[src/rtl/alu_issue_pkg.sv]
// Shared definitions for the alu_issue slice: opcodes, ALU op encodings,
// and instruction field positions.
package alu_issue_pkg;

  localparam logic [3:0] OP_NOP  = 4'h0;
  localparam logic [3:0] OP_ADD  = 4'h1;
  localparam logic [3:0] OP_SUB  = 4'h2;
  localparam logic [3:0] OP_AND  = 4'h3;
  localparam logic [3:0] OP_OR   = 4'h4;
  localparam logic [3:0] OP_ADDI = 4'h5;
  localparam logic [3:0] OP_LI   = 4'h6;

  typedef enum logic [1:0] {
    ALU_ADD = 2'b00,
    ALU_SUB = 2'b01,
    ALU_AND = 2'b10,
    ALU_OR  = 2'b11
  } alu_op_e;

  localparam int OPC_MSB = 15;
  localparam int OPC_LSB = 12;
  localparam int RD_MSB  = 11;
  localparam int RD_LSB  = 10;
  localparam int RS1_MSB = 9;
  localparam int RS1_LSB = 8;
  localparam int RS2_MSB = 7;
  localparam int RS2_LSB = 6;
  localparam int IMM_MSB = 7;
  localparam int IMM_LSB = 0;

  function automatic logic is_alu_class(input logic [3:0] op);
    return (op >= OP_ADD) && (op <= OP_LI);
  endfunction

  function automatic logic is_illegal_op(input logic [3:0] op);
    return op > OP_LI;
  endfunction

endpackage

[src/rtl/issue_regfile.sv]
// 4x8 register file: two async read ports, one sync write port, r0 reads zero.
module issue_regfile
  import alu_issue_pkg::*;
(
  input  logic       clk,
  input  logic       rst_n,
  input  logic [1:0] i_raddr1,
  input  logic [1:0] i_raddr2,
  output logic [7:0] o_rdata1,
  output logic [7:0] o_rdata2,
  input  logic       i_we,
  input  logic [1:0] i_waddr,
  input  logic [7:0] i_wdata
);

  logic [7:0] r_reg1, r_reg2, r_reg3;

  always_ff @(posedge clk or negedge rst_n) begin
    if (!rst_n) begin
      r_reg1 <= '0;
      r_reg2 <= '0;
      r_reg3 <= '0;
    end else if (i_we) begin
      case (i_waddr)
        2'd1:    r_reg1 <= i_wdata;
        2'd2:    r_reg2 <= i_wdata;
        2'd3:    r_reg3 <= i_wdata;
        default: ;
      endcase
    end
  end

  function automatic logic [7:0] rd_mux(input logic [1:0] a, input logic [7:0] v1,
                                        input logic [7:0] v2, input logic [7:0] v3);
    case (a)
      2'd1:    return v1;
      2'd2:    return v2;
      2'd3:    return v3;
      default: return 8'h00;
    endcase
  endfunction

  assign o_rdata1 = rd_mux(i_raddr1, r_reg1, r_reg2, r_reg3);
  assign o_rdata2 = rd_mux(i_raddr2, r_reg1, r_reg2, r_reg3);

endmodule

[src/rtl/alu_issue.sv]
// Single-entry ALU issue stage: decode, operand forwarding, valid/ready
// handshake and the EX register that drives an external combinational ALU.
module alu_issue
  import alu_issue_pkg::*;
(
  input  logic        clk,
  input  logic        rst_n,
  input  logic        in_valid,
  output logic        in_ready,
  input  logic [15:0] in_instr,
  input  logic        flush,
  output logic [7:0]  alu_a,
  output logic [7:0]  alu_b,
  output logic [1:0]  alu_op,
  input  logic [7:0]  alu_result,
  input  logic        alu_zero,
  output logic        ex_valid,
  input  logic        ex_ready,
  output logic [1:0]  ex_rd,
  output logic        zero_flag,
  output logic        illegal
);

  logic [7:0] r_alu_a, r_alu_b;
  alu_op_e    r_alu_op;
  logic       r_ex_valid, r_zero_flag, r_illegal;
  logic [1:0] r_ex_rd;

  logic [3:0] w_opc;
  logic [1:0] w_rd, w_rs1, w_rs2;
  logic [7:0] w_imm, w_rf1, w_rf2, w_src1, w_src2, w_a, w_b;
  logic       w_accept, w_retire, w_wb;
  alu_op_e    w_op;

  assign w_opc = in_instr[OPC_MSB:OPC_LSB];
  assign w_rd  = in_instr[RD_MSB:RD_LSB];
  assign w_rs1 = in_instr[RS1_MSB:RS1_LSB];
  assign w_rs2 = in_instr[RS2_MSB:RS2_LSB];
  assign w_imm = in_instr[IMM_MSB:IMM_LSB];

  assign in_ready = !flush && (!r_ex_valid || ex_ready);
  assign w_accept = in_valid && in_ready;
  assign w_retire = r_ex_valid && ex_ready && !flush;
  assign w_wb     = w_retire && (r_ex_rd != 2'd0);

  issue_regfile u_rf (
    .clk      (clk),
    .rst_n    (rst_n),
    .i_raddr1 (w_rs1),
    .i_raddr2 (w_rs2),
    .o_rdata1 (w_rf1),
    .o_rdata2 (w_rf2),
    .i_we     (w_wb),
    .i_waddr  (r_ex_rd),
    .i_wdata  (alu_result)
  );

  // Retiring result bypasses the regfile so a dependent op can issue back-to-back.
  assign w_src1 = (w_wb && (w_rs1 == r_ex_rd)) ? alu_result : w_rf1;
  assign w_src2 = (w_wb && (w_rs2 == r_ex_rd)) ? alu_result : w_rf2;

  assign w_a = (w_opc == OP_LI) ? 8'h00 : w_src1;
  assign w_b = ((w_opc == OP_ADDI) || (w_opc == OP_LI)) ? w_imm : w_src2;

  always_comb begin
    w_op = ALU_ADD;
    case (w_opc)
      OP_SUB:  w_op = ALU_SUB;
      OP_AND:  w_op = ALU_AND;
      OP_OR:   w_op = ALU_OR;
      default: w_op = ALU_ADD;
    endcase
  end

  always_ff @(posedge clk or negedge rst_n) begin
    if (!rst_n) begin
      r_ex_valid  <= 1'b0;
      r_alu_a     <= '0;
      r_alu_b     <= '0;
      r_alu_op    <= ALU_ADD;
      r_ex_rd     <= '0;
      r_zero_flag <= 1'b0;
      r_illegal   <= 1'b0;
    end else begin
      r_illegal <= w_accept && is_illegal_op(w_opc);
      if (w_retire)
        r_zero_flag <= alu_zero;
      if (flush) begin
        r_ex_valid <= 1'b0;
      end else if (w_accept && is_alu_class(w_opc)) begin
        r_ex_valid <= 1'b1;
        r_alu_a    <= w_a;
        r_alu_b    <= w_b;
        r_alu_op   <= w_op;
        r_ex_rd    <= w_rd;
      end else if (w_retire) begin
        r_ex_valid <= 1'b0;
      end
    end
  end

  assign alu_a     = r_alu_a;
  assign alu_b     = r_alu_b;
  assign alu_op    = r_alu_op;
  assign ex_valid  = r_ex_valid;
  assign ex_rd     = r_ex_rd;
  assign zero_flag = r_zero_flag;
  assign illegal   = r_illegal;

endmodule
[config.mk]
export PLATFORM = sky130hd
export DESIGN_NAME = alu_issue
export DESIGN_NICKNAME = d
export VERILOG_FILES = /design/src/rtl/alu_issue_pkg.sv /design/src/rtl/issue_regfile.sv /design/src/rtl/alu_issue.sv
export SDC_FILE = /design/constraint.sdc
export NUM_CORES = 1
export LEC_CHECK = 0
export BUFFER_PORTS_ARGS = -buffer_cell sky130_fd_sc_hd__buf_4
export CAP_MARGIN = 20
export CORE_MARGIN = 4
export CORE_UTILIZATION = 55
export DETAILED_ROUTE_END_ITERATION = 10
export PLACE_DENSITY = 0.86
export SETUP_SLACK_MARGIN = 0.2
export SLEW_MARGIN = 15
export SYNTH_ARGS = -nofsm -noshare
export SYNTH_HDL_FRONTEND = slang
export SYNTH_SLANG_ARGS = --single-unit
[constraint.sdc]
create_clock -name clk -period 2 [get_ports clk]
set_input_delay 0 -clock clk [delete_from_list [all_inputs] [get_ports clk]]
set_output_delay 0 -clock clk [all_outputs]
set_load 0.01 [all_outputs]
Word-level counts from Yosys, hierarchy flattened:

Cells that the tools add are included.

* bits of input ports: 30
* bits in registers: 47
* word-level logic and storage cells: 60

* reductions and logical operators: 20
* muxes and demuxes: 10
* $lt $le $gt $ge: 3
* equality and inequality tests: 16
* bitwise logic cells: 1

Operators with widths (count)
* $pmux W8 S3: 2
* $mux W8: 4
* $eq A2 B2 Y1 const B: 6
* $eq A4 B3 Y1 const B: 3
* $logic_and A1 B1 Y1: 10
* $eq A4 B2 Y1 const B: 2
* $reduce_and A2 Y1: 4
* $eq A2 B1 Y1 const B: 3
* $pmux W2 S3: 1
* $eq A2 B2 Y1: 2
* $ge A4 B1 Y1 const B: 1
* $gt A4 B3 Y1 const B: 1
* $le A4 B3 Y1 const B: 1
* $mux W1: 3
* $reduce_bool A3 Y1: 1
* $logic_not A1 Y1: 2
* $logic_or A1 B1 Y1: 2
* $reduce_bool A2 Y1: 1
* $not A1 Y1: 1

Depth between registers and ports, before layout:

* depth in word-level cells: 7
* depth in mapped cells: 7
* depth with buffers taken out: 5

By module:

From an unflattened synthesis, not the netlist that was laid out.

* cells, all modules: 233
* area total of the unflattened synthesis: 2673.8 um^2

By module, submodules not included
* alu_issue: area an instance 1401.3 um^2, seq. area each 575.6 um^2, times used 1, cells each 142
* issue_regfile: area an instance 1272.5 um^2, seq. area each 600.6 um^2, times used 1, cells each 91

Worst setup path before layout:

No wires, ideal clock.

* path type: register to register
* start: reg r_ex_valid (netlist: ex_valid)
* end: reg r_alu_b[6] (netlist: alu_b[6])
* data required time: 1869 ps
* period minus slack after synthesis: 1682 ps
* setup time: 131 ps
* arrival: 1552 ps
* path slack: 318 ps
* stages on the path, launching flop included: 8
* cell sequence: dfrtp_1 nor2b_1 nor4b_4 nand3_1 buf_4 buf_2 mux2i_1 o31ai_1

* longest elaborated chain between the ends: 6

Ends and longest elaborated chain
* start: declaration: RTL line alu_issue.sv:26 `logic r_ex_valid, r_zero_flag, r_illegal;`
* start signal: assignment: RTL line alu_issue.sv:77 `r_ex_valid <= 1'b0;`
* start signal: assignment: RTL line alu_issue.sv:89 `r_ex_valid <= 1'b0;`
* start signal: assignment: RTL line alu_issue.sv:91 `r_ex_valid <= 1'b1;`
* $logic_and A1 B1 Y1 / $logic_not A1 Y1 (equally long branches): RTL line alu_issue.sv:43, alu_issue.sv:41
* $logic_and A1 B1 Y1 / $logic_or A1 B1 Y1 (equally long branches): RTL line alu_issue.sv:43, alu_issue.sv:41
* $logic_and A1 B1 Y1, on equally long branches: RTL line alu_issue.sv:44, alu_issue.sv:41
* $logic_and A1 B1 Y1, on equally long branches: RTL line alu_issue.sv:60, alu_issue.sv:42
* $mux W8 / $logic_and A1 B1 Y1 (equally long branches): RTL line alu_issue.sv:60, alu_issue.sv:90
* $mux W8 / $reduce_and A2 Y1 (equally long branches)
* end signal: assignment: RTL line alu_issue.sv:93 `r_alu_b <= w_b;`
* end: declaration: RTL line alu_issue.sv:24 `logic [7:0] r_alu_a, r_alu_b;`

Parallel ways exist; a longest one is shown, timed or not.
A chain may end at the register's enable or synchronous reset.

Final worst setup path:

* start: reg r_ex_rd[0] (netlist: ex_rd[0])
* end: reg r_alu_a[6] (netlist: alu_a[6])

* longest elaborated chain between the ends: 5

Ends and longest elaborated chain
* start: declaration: RTL line alu_issue.sv:27 `logic [1:0] r_ex_rd;`
* start signal: assignment: RTL line alu_issue.sv:95 `r_ex_rd <= w_rd;`
* $reduce_bool A2 Y1: RTL line alu_issue.sv:44 `assign w_wb = w_retire && (r_ex_rd != 2'd0);`
* $logic_and A1 B1 Y1: RTL line alu_issue.sv:44
* $logic_and A1 B1 Y1 (*): RTL line alu_issue.sv:59 `assign w_src1 = (w_wb && (w_rs1 == r_ex_rd)) ? alu_result : w_rf1;`
* $mux W8 (*): RTL line alu_issue.sv:59
* $mux W8 (*): RTL line alu_issue.sv:62 `assign w_a = (w_opc == OP_LI) ? 8'h00 : w_src1;`
* end signal: assignment: RTL line alu_issue.sv:92 `r_alu_a <= w_a;`
* end: declaration: RTL line alu_issue.sv:24

Mark *: on every way between the ends. The rest lies on a longest branch, timed or not.

==> impl_metrics.ini <==
[run_status]
status = completed

[synthesis]
synth_xor_area_share_pct = 1.01
muxShareOfSynthArea_pct = 24.7
synth_area_um2 = 2610
synth-compound-area-share_pct = 15.1
synth_top_family_by_area = multiplexers
synth_area_per_cell_um2 = 11.9
ys_seq_area_share_pct = 45.0
yosysWarnings = 0
synth.distinct_cells = 30
syn_nets = 250
yosys_register_bits = 47
synthAdderAreaFrac_pct = 0
yosys.area_share.simple_pct = 10.4
synth_cells = 220

[cts]
cts_sinks = 47
clk_latency_ns = 0.31
clockRootBuffer = clkbuf_8
post_cts_buffers = 0
cts_tree = yes
clkSlewWorstSetupHoldPaths_ns = 0.09
cts_buffers = 5
clk_path_buf_depth = 2
htreeDepth = 2

[cells_and_area]
drive_above_1_share_pct = 45.4
syn_to_final_growth_pct = 27.3
fill_cells = 301
n_antenna_cell = 0
nets = 320

[die]
ios = 54
core_um2 = 4470
die_h_um = 76.9
dieArea_um2 = 5910
start_util_pct = 58.4
chipWidth_um = 76.9
placementRows = 24

[setup_path]
path_class = reg -> reg
required_ns = 2.19
cp-start-kind = flip-flop
worst-path-max-fanout = 8
arrival_ns = 1.91
regToRegSetupSlack_ns = 0.27
endpoint_kind = flip-flop

[power_and_ir_drop]
intPower_uw = 1900
clkPwrFrac_pct = 23.6
switchingPower_uw = 799
combPwrFrac_pct = 28.6
leakage_uw = 0.00164
power_density_nw_per_um2 = 812
ir_worst_vdd_v = 0.000545
swShare_pct = 29.6
p_total_uw = 2700
pwr-share-seq_pct = 47.8

[detailed_routing]
drc = 0
vias = 2044
routedWlPerCell_um = 18.7
ant_nets = 0
firstDrtPassIters = 4
drt-initial-drc-count = 171
via_per_inst = 5.96
drt-total-wl_um = 6410

[sta]
fin_crit_ns = 1.73
hold_viol = 0
rsz0062_at_grt = yes
slew-limit-headroom_pct = 37.5
fin_crit_sh_pct = 86.3
setup_viol = 0
fmax_mhz = 580
fin_setup_tns_ns = 0
max_slew.worst_pin.slew_ns = 0.931
clock_skew_ns = 0.0114
slew_viol_final = 0

[global_route]
grt_util_all_layers_pct = 22.9
grt_pass1_wl_um = 10600
first_global_vias = 2116
grt_max_degree = 48
antenna_found_initial = 0
overflow = 0

[hold_path]
hold_path.class = in -> reg

[flow_run]
drv_cap = 0

[place]
place_congestion = 0.842
io_buffers = 53
hpwl_um = 4260
-- metrics by stage --
step,setup WS (ns),utilization (%),instance area (µm²),hold slack [ns],instances
after floorplan,0.318,-,2610,-0.296,220
after global placement,0.252,67.8,3030,0.0413,317
after detailed placement,0.199,67.8,3030,0.0398,317
after CTS,0.241,74.1,3320,0.00186,343
after global routing,0.172,74.3,3320,0.0322,343
final,0.274,74.3,3320,0.0307,343
-- layout by cell type (no fill, tap or decap) --
cell,n
a21oi_1,4
a221o_1,1
a221oi_1,1
a221oi_2,7
a22o_1,8
a32o_1,2
and2_1,8
and2_2,2
buf_4,59
clkbuf_8,7
clkinvlp_4,1
dfrtp_1,47
dlygate4sd3_1,18
inv_1,3
mux2_2,43
mux2i_1,15
mux2i_2,1
nand2_1,12
nand2_2,1
nand2b_1,1
nand3_1,6
nor2_1,10
nor2_2,2
nor2b_1,4
nor3_1,2
nor4b_4,1
o21ai_0,9
o22ai_1,2
o31ai_1,2
o31ai_2,7
or2_4,1
or3_1,1
xnor2_1,3
-- state kept, by name (all words and copies together), names as in the netlist --
| name | cells |
|---|---|
| alu_a | 8 |
| alu_b | 8 |
| alu_op | 2 |
| ex_rd | 2 |
| ex_valid | 1 |
| illegal | 1 |
| u_rf.r_reg1 | 8 |
| u_rf.r_reg2 | 8 |
| u_rf.r_reg3 | 8 |
| zero_flag | 1 |
-- worst paths after layout --
| kind | startpoint | end | depth (start not counted) |
|---|---|---|---|
| min reg2reg | alu_a[6]$_DFFE_PN0P_ | alu_a[6]$_DFFE_PN0P_ | 2 |
| max in group asynchronous | rst_n | u_rf.r_reg2[7]$_DFFE_PN0P_ | 2 |
| min | in_instr[3] | alu_b[3]$_DFFE_PN0P_ | 4 |
| max reg2reg | ex_rd[0]$_DFFE_PN0P_ | alu_a[6]$_DFFE_PN0P_ | 5 |
| min in group asynchronous | rst_n | alu_op[0]$_DFFE_PN0P_ | 2 |
| max | ex_rd[0]$_DFFE_PN0P_ | alu_a[6]$_DFFE_PN0P_ | 5 |
-- power groups by stage --
| stage | clock, µW | combinational, µW | sequential [µW] |
|---|---|---|---|
| 2_1_floorplan | 0 | 432 | 1300 |
| 3_3_place_gp | 0 | 716 | 1290 |
| 3_5_place_dp | 0 | 738 | 1300 |
| 4_1_cts | 655 | 768 | 1290 |
| 5_1_grt | 696 | 838 | 1320 |
| 6_report | 638 | 772 | 1290 |
-- critical path, cell delays in order, from the launching register on --
cell and delay [ns]:
dfrtp_1 0.48, xnor2_1 0.16, a32o_1 0.27, nand2_2 0.24
mux2i_1 0.34, o21ai_0 0.11
-- Yosys cell counts --
cell / count / area [µm²]
nand2b_1: 1 / 6.26
nor2_2: 2 / 12.5
nor3_1: 2 / 10.0
inv_1: 3 / 11.3
xnor2_1: 3 / 26.3
buf_6: 2 / 22.5
nor4b_4: 1 / 23.8
nor2_1: 10 / 37.5
nand3_1: 6 / 30.0
nand2_1: 12 / 45.0
o31ai_1: 2 / 15.0
and2_1: 10 / 62.6
buf_2: 10 / 50.1
dfrtp_1: 47 / 1180
a21oi_1: 4 / 20.0
mux2_2: 43 / 484
nor2b_1: 4 / 25.0
mux2i_1: 16 / 160
or2_1: 1 / 6.26
a221oi_1: 1 / 8.76
nand2_2: 1 / 6.26
a32o_1: 2 / 20.0
o21ai_0: 9 / 45.0
a22o_1: 8 / 70.1
o31ai_2: 7 / 87.6
or3_1: 1 / 6.26
a221oi_2: 7 / 105
o22ai_1: 2 / 12.5
buf_4: 2 / 15.0
a221o_1: 1 / 10.0
-- area by class of cell --
type / count / area [µm²] / area share, %
multi-input combinational: 156 / 1350 / 40.5
clock buffer: 7 / 96.3 / 2.90
tap: 52 / 65.1 / 1.96
timing repair buffer: 77 / 623 / 18.7
inverter: 3 / 11.3 / 0.339
sequential: 47 / 1180 / 35.4
clock inverter: 1 / 7.51 / 0.226
-- routing by layer --
metal / part of all wire, % / wire length, µm / vias to the layer above / GRT usage [%]
met1: 42 / 2710 / 1015 / 29.6
li1: - / - / 951 / -
met2: 50 / 3230 / 69 / 37.7
met4: 1.1 / 69 / 0 / 7.07
met5: 0 / 0 / - / 0
met3: 6.4 / 408 / 9 / 5.62
-- cells by family (layout without fill, tap and decap cells) --
group,count (synthesis),in the layout
mux,59,59
xor+xnor,3,3
buf+inv,17,88
flops,47,47
simple gates,51,51
compound gates,43,43
-- timing repair --
item                                    in CTS  in global routing
endpoints found under the setup margin       1                 17
hold buffers                                18                  0
hold endpoints to repair                    78                  0
gates resized for setup                      1                  3
pin swaps                                    0                  0
No activity file was read; power rests on OpenSTA's default activity.
